## config.mk

```make
export PLATFORM = sky130hd
export DESIGN_NAME = fir_mac_lane
export DESIGN_NICKNAME = d
export VERILOG_FILES = /design/src/rtl/fir_mac_lane.sv
export SDC_FILE = /design/constraint.sdc
export NUM_CORES = 1
export LEC_CHECK = 0
export BUFFER_PORTS_ARGS = -buffer_cell sky130_fd_sc_hd__buf_2
export CORE_UTILIZATION = 40
export CTS_CLUSTER_SIZE = 14
export DETAILED_ROUTE_END_ITERATION = 10
export GPL_TIMING_DRIVEN = 0
export PLACE_DENSITY = 0.65
export SYNTH_ARGS = -nofsm -noshare
export SYNTH_HDL_FRONTEND = slang
export SYNTH_SLANG_ARGS = --single-unit
```

## constraint.sdc

```tcl
create_clock -name iClk12M -period 5.85 [get_ports iClk12M]
set_input_delay 1.17 -clock iClk12M [delete_from_list [all_inputs] [get_ports iClk12M]]
set_output_delay 1.17 -clock iClk12M [all_outputs]
set_load 0.02 [all_outputs]
```

## src/rtl/fir_mac_lane.sv

```systemverilog
// rtl/fir_mac_lane.sv - one sequential multiply-accumulate lane of the 40-tap FIR

module fir_mac_lane #(
    parameter int DATA_W = 3,
    parameter int COEF_W = 16,
    parameter int TAPS   = 10,
    parameter int OUT_W  = 16
) (
    input  logic              iClk12M,
    input  logic              iRsn,
    input  logic              iEnSample600k,
    input  logic [DATA_W-1:0] iFirIn,
    input  logic              iCoefWr,
    input  logic [3:0]        iCoefAddr,
    input  logic [COEF_W-1:0] iCoefData,
    output logic [OUT_W-1:0]  oMac,
    output logic              oMacValid,
    output logic              oBusy,
    output logic              oOverrun
);

    localparam int PROD_W = DATA_W + COEF_W;
    localparam int ACC_W  = PROD_W + $clog2(TAPS);

    localparam logic [4:0] TAPS_L   = 5'(TAPS);
    localparam logic [3:0] LAST_IDX = 4'(TAPS - 1);

    // Saturation thresholds expressed at accumulator width
    localparam logic signed [ACC_W-1:0] SAT_MAX = {{(ACC_W-OUT_W+1){1'b0}}, {(OUT_W-1){1'b1}}};
    localparam logic signed [ACC_W-1:0] SAT_MIN = {{(ACC_W-OUT_W+1){1'b1}}, {(OUT_W-1){1'b0}}};

    typedef enum logic [1:0] {
        IDLE = 2'd0,
        RUN  = 2'd1,
        DONE = 2'd2
    } state_t;

    state_t state;

    logic [DATA_W-1:0]        dly  [TAPS];
    logic [COEF_W-1:0]        coef [TAPS];
    logic signed [ACC_W-1:0]  acc;
    logic [3:0]               idx;

    logic [PROD_W-1:0]        d_ext;
    logic [PROD_W-1:0]        c_ext;
    logic signed [PROD_W-1:0] prod;
    logic signed [ACC_W-1:0]  prod_ext;
    logic [OUT_W-1:0]         sat_val;
    logic                     coef_wr_ok;
    logic                     shift_en;

    // Tap product for the current index, both operands sign-extended to full product width
    always_comb begin
        d_ext    = {{COEF_W{dly[idx][DATA_W-1]}}, dly[idx]};
        c_ext    = {{DATA_W{coef[idx][COEF_W-1]}}, coef[idx]};
        prod     = $signed(d_ext) * $signed(c_ext);
        prod_ext = {{(ACC_W-PROD_W){prod[PROD_W-1]}}, prod};
    end

    // Clamp the accumulator into the signed output range
    always_comb begin
        sat_val = acc[OUT_W-1:0];
        if (acc > SAT_MAX) begin
            sat_val = {1'b0, {(OUT_W-1){1'b1}}};
        end else if (acc < SAT_MIN) begin
            sat_val = {1'b1, {(OUT_W-1){1'b0}}};
        end
    end

    // Coefficient writes and sample shifts are only honoured while idle
    always_comb begin
        coef_wr_ok = (state == IDLE) && iCoefWr && ({1'b0, iCoefAddr} < TAPS_L);
        shift_en   = (state == IDLE) && iEnSample600k;
    end

    // Coefficient register file; a write coinciding with a strobe lands before the first RUN cycle
    always_ff @(posedge iClk12M) begin
        if (!iRsn) begin
            for (int k = 0; k < TAPS; k++) begin
                coef[k] <= '0;
            end
        end else if (coef_wr_ok) begin
            coef[iCoefAddr] <= iCoefData;
        end
    end

    // Delay-line segment: newest sample enters at tap 0, oldest falls off the end
    always_ff @(posedge iClk12M) begin
        if (!iRsn) begin
            for (int k = 0; k < TAPS; k++) begin
                dly[k] <= '0;
            end
        end else if (shift_en) begin
            dly[0] <= iFirIn;
            for (int k = 1; k < TAPS; k++) begin
                dly[k] <= dly[k-1];
            end
        end
    end

    // Control FSM with accumulator, result register and status flags
    always_ff @(posedge iClk12M) begin
        if (!iRsn) begin
            state     <= IDLE;
            acc       <= '0;
            idx       <= '0;
            oMac      <= '0;
            oMacValid <= 1'b0;
            oBusy     <= 1'b0;
            oOverrun  <= 1'b0;
        end else begin
            oMacValid <= 1'b0;
            if (iEnSample600k && (state != IDLE)) begin
                oOverrun <= 1'b1;
            end
            case (state)
                IDLE: begin
                    if (iEnSample600k) begin
                        acc   <= '0;
                        idx   <= '0;
                        oBusy <= 1'b1;
                        state <= RUN;
                    end
                end
                RUN: begin
                    acc <= acc + prod_ext;
                    if (idx == LAST_IDX) begin
                        state <= DONE;
                    end else begin
                        idx <= idx + 4'd1;
                    end
                end
                DONE: begin
                    oMac      <= sat_val;
                    oMacValid <= 1'b1;
                    oBusy     <= 1'b0;
                    state     <= IDLE;
                end
                default: begin
                    oBusy <= 1'b0;
                    state <= IDLE;
                end
            endcase
        end
    end

endmodule

```

Word-level counts from Yosys, hierarchy flattened
Memory sizes are Yosys's and may differ from the RTL's. A register that Yosys moved wholly into a read port is not among the register bits.
Index checks and enable logic that the tools add are counted.
Operators by class
  add/subtract/negate cells: 2
  multipliers: 1
  divide/modulo/power cells: 0
  order comparisons: 3
  equality and inequality tests: 6
  shift operators: 0
  mux-type cells: 37
  bitwise operators: 11
  reduce and logical (&&, ||, !) cells: 12
Operator list (number)
  16-bit two-way mux: 3
  23-bit case mux with 2 select lines: 1
  3-bit two-way mux: 10
  4-bit two-way mux: 7
  23-bit by 19-bit adder with 23-bit output: 1
  23-bit by 16-bit > comparator with 1-bit output, second input constant: 1
  23-bit by 16-bit less-than comparator with 1-bit output, second input constant: 1
  23-bit two-way mux: 1
  3-bit by 16-bit multiplier with 19-bit output: 1
  16-bit OR reduction: 1
  1-bit two-way mux: 10
  1-bit OR: 10
  4-bit case mux with 2 select lines: 1
  2-bit inequality test, second input constant: 3
  2-bit AND reduction: 3
  4-bit by 1-bit adder with 4-bit output, second input constant: 1
  4-bit == test, second input constant: 1
  1-bit logical AND: 4
  4-bit less-than comparator, second input constant: 1
  2-bit two-way mux: 2
  2-bit case mux with 2 select lines: 1
  2-bit nonzero test: 2
  3-bit AND reduction: 1
  2-bit by 1-bit == test with 1-bit output, second input constant: 1
  other kinds (4): 4
Word-level totals
  register bits: 48
  latch bits: 0
  RAM bits: 190
  memory bits (read-only): 0
  output and inout bits: 19
  logic and storage cells: 81
  memories: 2
Memory list
  coef: words 10, bits a word 16, rd ports 1, clocked after Yosys merged registers in 1, wr ports 10, line 41  | logic [COEF_W-1:0] coef [TAPS];
  dly: words 10, bits a word 3, rd ports 10, clocked after Yosys merged registers in 1, wr ports 10, line 40  | logic [DATA_W-1:0] dly [TAPS];

Longest topological paths before layout
Gate-level depths: netlist of run 1.
  depth after elaboration: 8
  depth in mapped cells: 21
  depth with buffers taken out: 20

Least setup slack after synthesis of run 1
OpenSTA, ideal clock, no wires.
  path kind: register to register
  from: register (tool-made name)
  to: register acc[14]
  library setup time: 0.074 ns
  arrival time: 5.049 ns
  setup slack: 0.727 ns
  stages on the path, launching flop included: 20
  path buffers: 2
  clock period less this slack: 5.123 ns
  cells stage by stage: dfxtp_1 buf_6 buf_2 mux4_2 mux4_2 or2_1 fa_1 fa_1 fa_1 inv_1 ha_1 inv_1 fa_1 nand2b_1 a21oi_1 o21ai_0 o211ai_1 a21oi_1 xor2_1 o21ai_0
RTL lines
  end signal: assignment: line 127  | acc <= acc + prod_ext;
  end: declaration: line 42  | logic signed [ACC_W-1:0] acc;

==> results.md, run 1 <==
* Top Family by Delay on Critical Path: adder cells
* First-pass GRT wire length at 55.5 mm
* Avg Cell Area, Syn at 14.0 µm²
* Routability Congestion at 0.878
* Vias in the first global route at 10100
* Root buffer selected by CTS: clkbuf_16
* Sink Count at 338
* Clk network pwr share at 38.7%
* Post-synth EDFFs at 286
* CTS Buf Count at 37
* DR pass1 iterations at 5
* Post-synthesis register bit count at 338
* Placed cell area at 0.0172 mm²
* Seq/Total Area, Yosys at 60.2%
* DP Cell Count at 1794
* Post-CTS Setup Bufs at 0
* Die area at 0.0408 mm²
* Worst reg2reg setup slack at 210 ps
* Critical path type: reg -> reg
* Slowest CP cell: mux4_2
* # H-tree levels at 2
* Hold path cells at 2
* Worst Path Buf+Inv at 3
* Row cnt at 72
* Post-DP HPWL at 24.6 mm
* RSZ-0062 raised after global routing: true
* FF+latch area at 0.00963 mm²
* Fmax achieved at 177 MHz
* P_leak at 0.00704 µW
* Min Tclk post-route at 5640 ps
* Worst-path cell chain: buf_2, clkbuf_4, buf_2, mux4_2, mux4_2, and2_1, fa_1, fa_1, ha_1, ha_1, a21oi_1, o21ai_0, a221o_1, a221oi_1, xor2_1, o21ai_0
* Vias per cell at 5.19
* Design area at 0.0185 mm²
* Final hold vios at 0
* Finished Layout Cells at 1862
* Net Sw Frac at 25.6%
* Worst Tran Pin Value at 1070 ps
* Worst R2R Path Depth at 16
* Startpoint Class: flop
* Max-cap violation count at 0
* Worst-path clk slew at 60 ps
* Int Power at 4340 µW
* Area of the multi-input gates at 0.00632 mm²
* RR Endpoint: acc[20]
* Yosys Warn Count at 0
* Synth Instances at 1138
* Crit path capture type: flop
* Critical path arrival at 6050 ps
* CP peak stage delay at 530 ps
* Nets at 1427
* Hold path startpoint: oOverrun
* DR iter-0 viols at 608
* Area of the mapped netlist at 0.0160 mm²
* Layout cells sized above 1 at 16.2%
* Initial core utilization at 41.0%
* Filler cells at 3427
* Vias at 9665
* Peak VDD IR at 225 µV
* Drt total wl at 35.5 mm
* Core ar. at 0.0390 mm²
* Die W at 202 µm
* Worst Hold End: oOverrun
* DR WL/cell at 19.1 µm
* Initial antenna violation count at 1
* Final worst clock skew at 20.2 ps
* Slew margin rel. at 28.3%
* Slew Limit Fails at 0
* Clock latency at the later pin of the worst-skew pair at 540 ps
* TritonCTS clock tree: yes
* Logic pwr share at 13.6%
* I/O Pins at 46
* Chip Height at 202 µm
* Hold Path Class: reg -> reg
* Hold Buf Count CTS at 0
* P_sw at 1490 µW
* Crit path max fanout at 10
* GRT overflow at 0
* Synth Flop Type: edfxtp_1
* Reg power frac at 47.7%
* Count of different cell masters after synthesis at 50
* Longest Clk Path Bufs at 3
* N_diodes at 0
* Largest net degree at the start of global routing at 33
* Critical path depth at 16
* # port buffers at 42
* Final period util at 96.4%
* WP data required at 6260 ps
* Ys async rst share at 0%
* PD cells at 316 mW/mm²
* DRC Markers at 0
* Gr usage total at 17.9%
* Outcome: completed
* Fin Setup TNS at 0 ps
* Final setup fails at 0
* Area overhead of the layout relative to synthesis at 15.7%
* Post-route ant nets at 0
power groups by stage:
stage / clock (µW) / sequential, µW / combinational [µW]
3_5_place_dp: 0 / 2830 / 781
5_1_grt: 2390 / 2800 / 893
3_3_place_gp: 0 / 2830 / 772
4_1_cts: 2300 / 2780 / 793
2_1_floorplan: 0 / 2810 / 586
6_report: 2260 / 2780 / 794
sequential cells by signal (all words and copies together), names as in the netlist, named ones only:
register / flops
oMac: 16
dly: 30
oBusy: 1
acc: 23
idx: 4
state: 2
coef: 256
oMacValid: 1
oOverrun: 1
cells in the mapped netlist, types with 2 or more instances:
master      n  share of area [%]
nand2_1    84                2.0
nor2_1    187                4.4
edfxtp_1  286                 54
a21o_1      5               0.23
and2_1     62                2.4
mux2_2      2               0.14
buf_6       3               0.21
a22oi_1     9               0.42
mux4_2     86                 12
mux2i_1     6               0.38
xnor2_1     8               0.44
nor3_1      7               0.22
o21bai_1    2              0.094
nor2b_1     8               0.31
clkbuf_1   38               0.89
and3_1      4               0.16
o211ai_1    3               0.14
o21a_1      2              0.094
nand4_1     8               0.31
nand2b_1    5               0.20
buf_2       9               0.28
nor4_1      2              0.078
buf_1       4              0.094
ha_1       47                3.7
a211oi_1    3               0.14
inv_1      43                1.0
fa_1       37                4.6
a31oi_1     2              0.078
dfxtp_1    52                6.5
o21ai_0    36                1.1
a311oi_1    2               0.11
nand3_1     8               0.25
and4_1      2               0.11
a21oi_1    47                1.5
xor2_1     11               0.60
o31ai_1     4               0.19
layout by cell type, fill, tap and decap left out, types with 7 or more instances in the layout:
master and n:
nor2b_1 8, nand2_1 84, inv_1 43, ha_1 47
nor3_1 7, fa_1 37, nand3_1 8, edfxtp_1 286
clkbuf_1 40, a22oi_1 9, mux4_2 86, xnor2_1 8
clkbuf_16 40, clkinv_2 9, nor2_1 187, conb_1 96
buf_2 48, xor2_1 11, dfxtp_1 52, nand4_1 8
and2_1 62, a21oi_1 44, o21ai_0 36
area by class of cell:
| cell class | count | share of cell area (%) |
|---|---|---|
| sequential | 338 | 52.1 |
| clock inverter | 18 | 0.650 |
| timing repair buffer | 44 | 1.37 |
| tap | 518 | 3.50 |
| multi-input combinational | 796 | 34.2 |
| inverter | 44 | 0.893 |
| clock buffer | 49 | 5.76 |
| buffer | 55 | 1.59 |
layer usage:
metal	share of wire [%]	vias to the layer above	track usage, %
met3	7.2	58	4.18
met1	42	4829	22.9
li1	-	4440	-
met2	49	336	30.2
met4	2.0	2	5.79
met5	0.034	-	0
worst reg2reg max path, stage by stage, from the launching register on:
cell and delay, ps:
dfxtp_1 300, buf_2 240, clkbuf_4 300, buf_2 380
mux4_2 380, mux4_2 530, and2_1 190, fa_1 500
fa_1 420, ha_1 300, ha_1 390, a21oi_1 350
o21ai_0 170, a221o_1 360, a221oi_1 370, xor2_1 210
o21ai_0 90
repair_timing:
| action | CTS | global route |
|---|---|---|
| gates resized for setup | 13 | 17 |
| setup endpoints to repair | 12 | 8 |
| endpoints found under the hold margin | 0 | 0 |
cells by family (layout without fill, tap and decap cells):
family	count (synthesis)	count (layout)	share of synthesized area [%]
fa+ha+maj	84	84	8.31
flops	338	338	60.2
buf+inv	99	210	2.64
compound gates	122	122	4.52
mux	94	94	12.6
simple gates	381	381	10.6
xor+xnor	19	19	1.04
other cells	1	96	0.0235
how the worst max path moves through the flow:
| stage | startpoint | end |
|---|---|---|
| floorplan | flop | acc[14] |
| global placement | flop | acc[22] |
| detailed placement | flop | acc[22] |
| CTS | flop | acc[22] |
| global route | flop | acc[22] |
| finish | flop | acc[20] |
stage by stage:
stage | setup WS (ps) | total power (µW) | utilization, % | hold slack (ps)
6_report | 210 | 5840 | 47.4 | 446
2_1_floorplan | 727 | 3400 | - | 448
3_3_place_gp | -325 | 3600 | 44.1 | 437
4_1_cts | 8.35 | 5880 | 47.3 | 453
5_1_grt | -11.6 | 6080 | 47.4 | 470
3_5_place_dp | -449 | 3620 | 44.2 | 443
Note: power is estimated with default switching activity, not from simulation.
==> run 2: changes to the inputs <==
--- a/config.mk
+++ b/config.mk
@@ -6,11 +6,11 @@
 export NUM_CORES = 1
 export LEC_CHECK = 0
 export BUFFER_PORTS_ARGS = -buffer_cell sky130_fd_sc_hd__buf_2
-export CORE_UTILIZATION = 40
+export CORE_UTILIZATION = 25
 export CTS_CLUSTER_SIZE = 14
 export DETAILED_ROUTE_END_ITERATION = 10
 export GPL_TIMING_DRIVEN = 0
-export PLACE_DENSITY = 0.65
+export PLACE_DENSITY = 0.49
 export SYNTH_ARGS = -nofsm -noshare
 export SYNTH_HDL_FRONTEND = slang
 export SYNTH_SLANG_ARGS = --single-unit
==> results.md, run 2 (synthesized netlist as in run 1, its figures left out) <==
* Longest Clk Path Bufs at 3
* Worst-path clk slew at 60 ps
* PD cells at 312 mW/mm²
* Die W at 255 µm
* Nets at 1427
* Critical path type: reg -> reg
* DRC Markers at 0
* Worst Tran Pin Value at 970 ps
* Area overhead of the layout relative to synthesis at 18.4%
* Design area at 0.0189 mm²
* CTS Buf Count at 38
* Max-cap violation count at 0
* Vias at 9453
* Reg power frac at 47.1%
* Setup slack after layout at 252 ps
* Root buffer selected by CTS: clkbuf_16
* Max reg flops at 256
* Startpoint Class: flop
* P_sw at 1540 µW
* RSZ-0062 raised after global routing: false
* Gr usage total at 11.8%
* Min Tclk post-route at 5600 ps
* P_leak at 0.00705 µW
* Most flops, register: coef
* # port buffers at 42
* N_diodes at 0
* Most common cell after layout, fill and taps aside: edfxtp_1
* Initial antenna violation count at 0
* Post-DP HPWL at 27.1 mm
* Clock latency at the later pin of the worst-skew pair at 560 ps
* Final setup fails at 0
* Row cnt at 92
* Fmax achieved at 179 MHz
* Most frequent cells in the layout: 286 x edfxtp_1, 187 x nor2_1, 96 x conb_1
* Worst-path cell chain: clkbuf_4, buf_4, buf_2, mux4_2, mux4_2, and2_1, fa_1, fa_1, ha_1, ha_1, a21oi_1, o21ai_0, a221o_1, a221oi_1, xor2_1, o21ai_0
* Slowest CP cell: mux4_2
* Hold Path Class: reg -> reg
* Initial core utilization at 25.3%
* Clk network pwr share at 39.2%
* Core ar. at 0.0631 mm²
* GRT overflow at 0
* Slew Limit Fails at 0
* WP data required at 6260 ps
* Vias per cell at 4.32
* Die area at 0.0650 mm²
* Sink Count at 338
* Largest net degree at the start of global routing at 33
* Outcome: completed
* Largest regs: coef x256, dly x30, acc x23
* Logic pwr share at 13.6%
* Int Power at 4370 µW
* Drt total wl at 37.4 mm
* Post-CTS Setup Bufs at 0
* TritonCTS clock tree: yes
* Placed cell area at 0.0176 mm²
* DP Cell Count at 2122
* Finished Layout Cells at 2189
* Final hold vios at 0
* Layout cells sized above 1 at 16.2%
* CP peak stage delay at 540 ps
* DR pass1 iterations at 5
* Fin util at 30.0%
* Post-route ant nets at 0
* # H-tree levels at 2
* Worst Path Buf+Inv at 3
* Pre-CTS WS at -389 ps
* Peak VDD IR at 222 µV
* Crit path capture type: flop
* Net Sw Frac at 26.0%
* Final worst clock skew at 29.0 ps
* Final period util at 95.7%
* Top Family by Delay on Critical Path: adder cells
* Chip Height at 255 µm
* Slew margin rel. at 35.2%
* Vias in the first global route at 9610
* Routability Congestion at 0.824
* DR WL/cell at 17.1 µm
* Critical path arrival at 6010 ps
* Fin Hold WS at 443 ps
* I/O Pins at 46
* Crit path max fanout at 10
* First-pass GRT wire length at 57.6 mm
* DR iter-0 viols at 666
-- run 2: cell count changes in the layout (fill, tap and decap cells not counted), sizes merged --
cell,change
bufinv,+2
clkbuf,-2
clkinvlp,-1
-- run 2: area by class of cell --
class,count,area (µm²)
fillers,6561,44200
flip-flops and latches,338,9630
multi-input cells,796,6340
inverters,44,165
clock buffers,48,1000
repair buffers,43,225
plain buffers,55,318
clock inverters,19,190
well taps,846,1060
-- run 2: routing by layer --
layer  wire length, µm  track usage (%)
met5                 0                0
met4               599             2.55
met3              2100             2.40
met2             17100             18.8
met1             17600             16.5
-- run 2: per-stage QoR --
stage                     power (µW)  TNS (ps)
after floorplan                 3400         0
after global placement          3630     -2640
after detailed placement        3630     -2490
after CTS                       5970         0
after global routing            6170         0
final                           5910         0
-- run 2: path summary, 6_finish.rpt --
check | start | end | slack [ps] | depth (start not counted)
min | oOverrun | oOverrun | 440 | 2
min reg2reg | oOverrun | oOverrun | 440 | 2
max | flop | acc[20] | 250 | 16
max reg2reg | flop | acc[20] | 250 | 16
-- run 2: power groups by stage --
| stage | combinational [µW] | clock (µW) | sequential (µW) |
|---|---|---|---|
| floorplan | 586 | 0 | 2810 |
| global placement | 798 | 0 | 2830 |
| detailed placement | 799 | 0 | 2840 |
| CTS | 810 | 2370 | 2790 |
| global route | 917 | 2460 | 2800 |
| finish | 806 | 2320 | 2780 |
-- run 2: repair_timing --
item	CTS	global route
hold buffers	0	0
pin swaps	0	4
resized for setup	17	25
setup endpoints to repair	12	8
-- run 2: tightest hold or removal path, delay by kind of cell (launching register included) --
kind	cells	cell delay, ps
AOI/OAI and AO/OA	1	50
buffers and inverters	1	50
DFF	1	300
==> run 3: changes to the inputs <==
--- a/config.mk
+++ b/config.mk
@@ -6,6 +6,7 @@
 export NUM_CORES = 1
 export LEC_CHECK = 0
 export BUFFER_PORTS_ARGS = -buffer_cell sky130_fd_sc_hd__buf_2
+export CORE_MARGIN = 4
 export CORE_UTILIZATION = 25
 export CTS_CLUSTER_SIZE = 14
 export DETAILED_ROUTE_END_ITERATION = 10
==> results.md, run 3 (synthesized netlist as in run 1, its figures left out) <==
* Min Tclk post-route at 5620 ps
* Crit path max fanout at 10
* Initial core utilization at 25.3%
* Layout cells sized above 1 at 15.7%
* Most common cell after layout, fill and taps aside: edfxtp_1
* Finished Layout Cells at 2181
* DR WL/cell at 17.4 µm
* Clock latency at the later pin of the worst-skew pair at 540 ps
* Total power at 5730 µW
* Initial antenna violation count at 0
* Final period util at 96.1%
* Crit path capture type: flop
* DR pass1 iterations at 5
* Peak VDD IR at 211 µV
* Fmax achieved at 178 MHz
* First-pass GRT wire length at 58.3 mm
* # port buffers at 42
* Startpoint Class: flop
* Drt total wl at 37.9 mm
* Worst reg2reg setup slack at 230 ps
* Worst-path clk slew at 60 ps
* Slew Limit Fails at 0
* Most flops, register: coef
* # H-tree levels at 2
* Logic pwr share at 14.1%
* Critical path type: reg -> reg
* Met2 Use GR at 17.9%
* Design area at 0.0188 mm²
* Chip Height at 261 µm
* M1 GR Usage at 16.2%
* RSZ-0062 raised after global routing: true
* Post-route ant nets at 0
* Nets at 1426
* Hold Path Class: reg -> reg
* Area overhead of the layout relative to synthesis at 17.7%
* CTS Buf Count at 37
* Post-CTS Setup Bufs at 0
* Clk network pwr share at 37.3%
* Routability Congestion at 0.813
* Core ar. at 0.0632 mm²
* Area of the multi-input gates at 0.00633 mm²
* Placed cell area at 0.0176 mm²
* Most crowded layer after global routing: met2
* P_leak at 0.00697 µW
* Vias per cell at 4.31
* Largest regs: coef x256, dly x30, acc x23
* Outcome: completed
* WP data required at 6260 ps
* DP Cell Count at 2122
* Largest net degree at the start of global routing at 33
* Critical path arrival at 6030 ps
* Slew margin rel. at 31.3%
* Fin Hold WS at 445 ps
* Post-DP HPWL at 27.0 mm
* Reg power frac at 48.6%
* Final setup fails at 0
* DR iter-0 viols at 621
* TritonCTS clock tree: yes
* Row cnt at 92
* Most frequent cells in the layout: 286 x edfxtp_1, 187 x nor2_1, 96 x conb_1
* Die area at 0.0681 mm²
* P_sw at 1490 µW
* Vias in the first global route at 9695
* GRT overflow at 0
* Die W at 261 µm
* Worst Tran Pin Value at 1030 ps
* Max reg flops at 256
* Pre-CTS WS at -460 ps
* DRC Markers at 0
* Longest Clk Path Bufs at 3
* Final worst clock skew at 18.8 ps
* Met3 GRT Util at 1.87%
* FF+latch area at 0.00963 mm²
* Hold Buf Count CTS at 0
* Filler cells at 6427
* Final hold vios at 0
* Int Power at 4250 µW
* PD cells at 305 mW/mm²
* Sink Count at 338
* Vias at 9411
* Net Sw Frac at 25.9%
* Setup slack after layout at 230 ps
* Gr usage total at 11.2%
* I/O Pins at 46
* Root buffer selected by CTS: clkbuf_16
* Max-cap violation count at 0
[run 3: cell types whose count changed in the layout (fill, tap and decap cells not counted), sizes merged]
cell	delta
buf	-4
clkbuf	+5
clkinv	-6
bufinv	-2
inv	-2
diode	+1
[run 3: area by class of cell]
cell class,instances,share of cell area [%]
diodes,1,0.0133
clock inverters,9,0.392
well taps,846,5.63
plain buffers,55,1.74
clock buffers,49,5.29
multi-input cells,796,33.7
repair buffers,43,1.20
flip-flops and latches,338,51.2
inverters,44,0.878
[run 3: worst max-delay path, stage by stage, from the launching register on]
cell	delay [ps]
dfxtp_1	370
buf_12	190
buf_12	180
mux4_2	540
mux4_2	570
or2_1	260
fa_1	580
fa_1	450
fa_1	450
inv_1	70
ha_1	170
inv_1	60
fa_1	370
nand2b_1	200
a21oi_2	220
o21ai_0	130
o211ai_1	230
a31oi_2	190
xnor2_1	170
o21ai_0	90
[run 3: timing repair]
action | CTS | global route
endpoints found under the setup margin | 11 | 8
hold endpoints to repair | 0 | 0
resized for setup | 18 | 27
pin swaps | 0 | 1
[run 3: layer usage]
| metal | routed length, µm | vias to the layer above | part of all wire, % |
|---|---|---|---|
| li1 | - | 4431 | - |
| met1 | 18500 | 4750 | 49 |
| met2 | 17200 | 187 | 45 |
| met3 | 1650 | 43 | 4.4 |
| met4 | 587 | 0 | 1.5 |
| met5 | 0 | - | 0 |
[run 3: path summary, 6_finish.rpt]
check	startpoint	to	cells past startpoint
worst max-delay path	flop	acc[22]	19
worst max register to register	flop	acc[22]	19
worst min register to register	oMac[3]	oMac[3]	2
worst min-delay path	oMac[3]	oMac[3]	2
[run 3: per-stage QoR]
stage,utilization (%),TNS [ps]
2_1_floorplan,-,0
3_3_place_gp,27.9,-2900
3_5_place_dp,27.9,-3050
4_1_cts,29.6,0
5_1_grt,29.8,-8.22
6_report,29.8,0
[run 3: power groups by stage]
stage / sequential [µW] / clock (µW) / combinational, µW
floorplan: 2810 / 0 / 586
global placement: 2830 / 0 / 800
detailed placement: 2840 / 0 / 800
CTS: 2790 / 2210 / 812
global route: 2800 / 2300 / 920
finish: 2780 / 2140 / 809
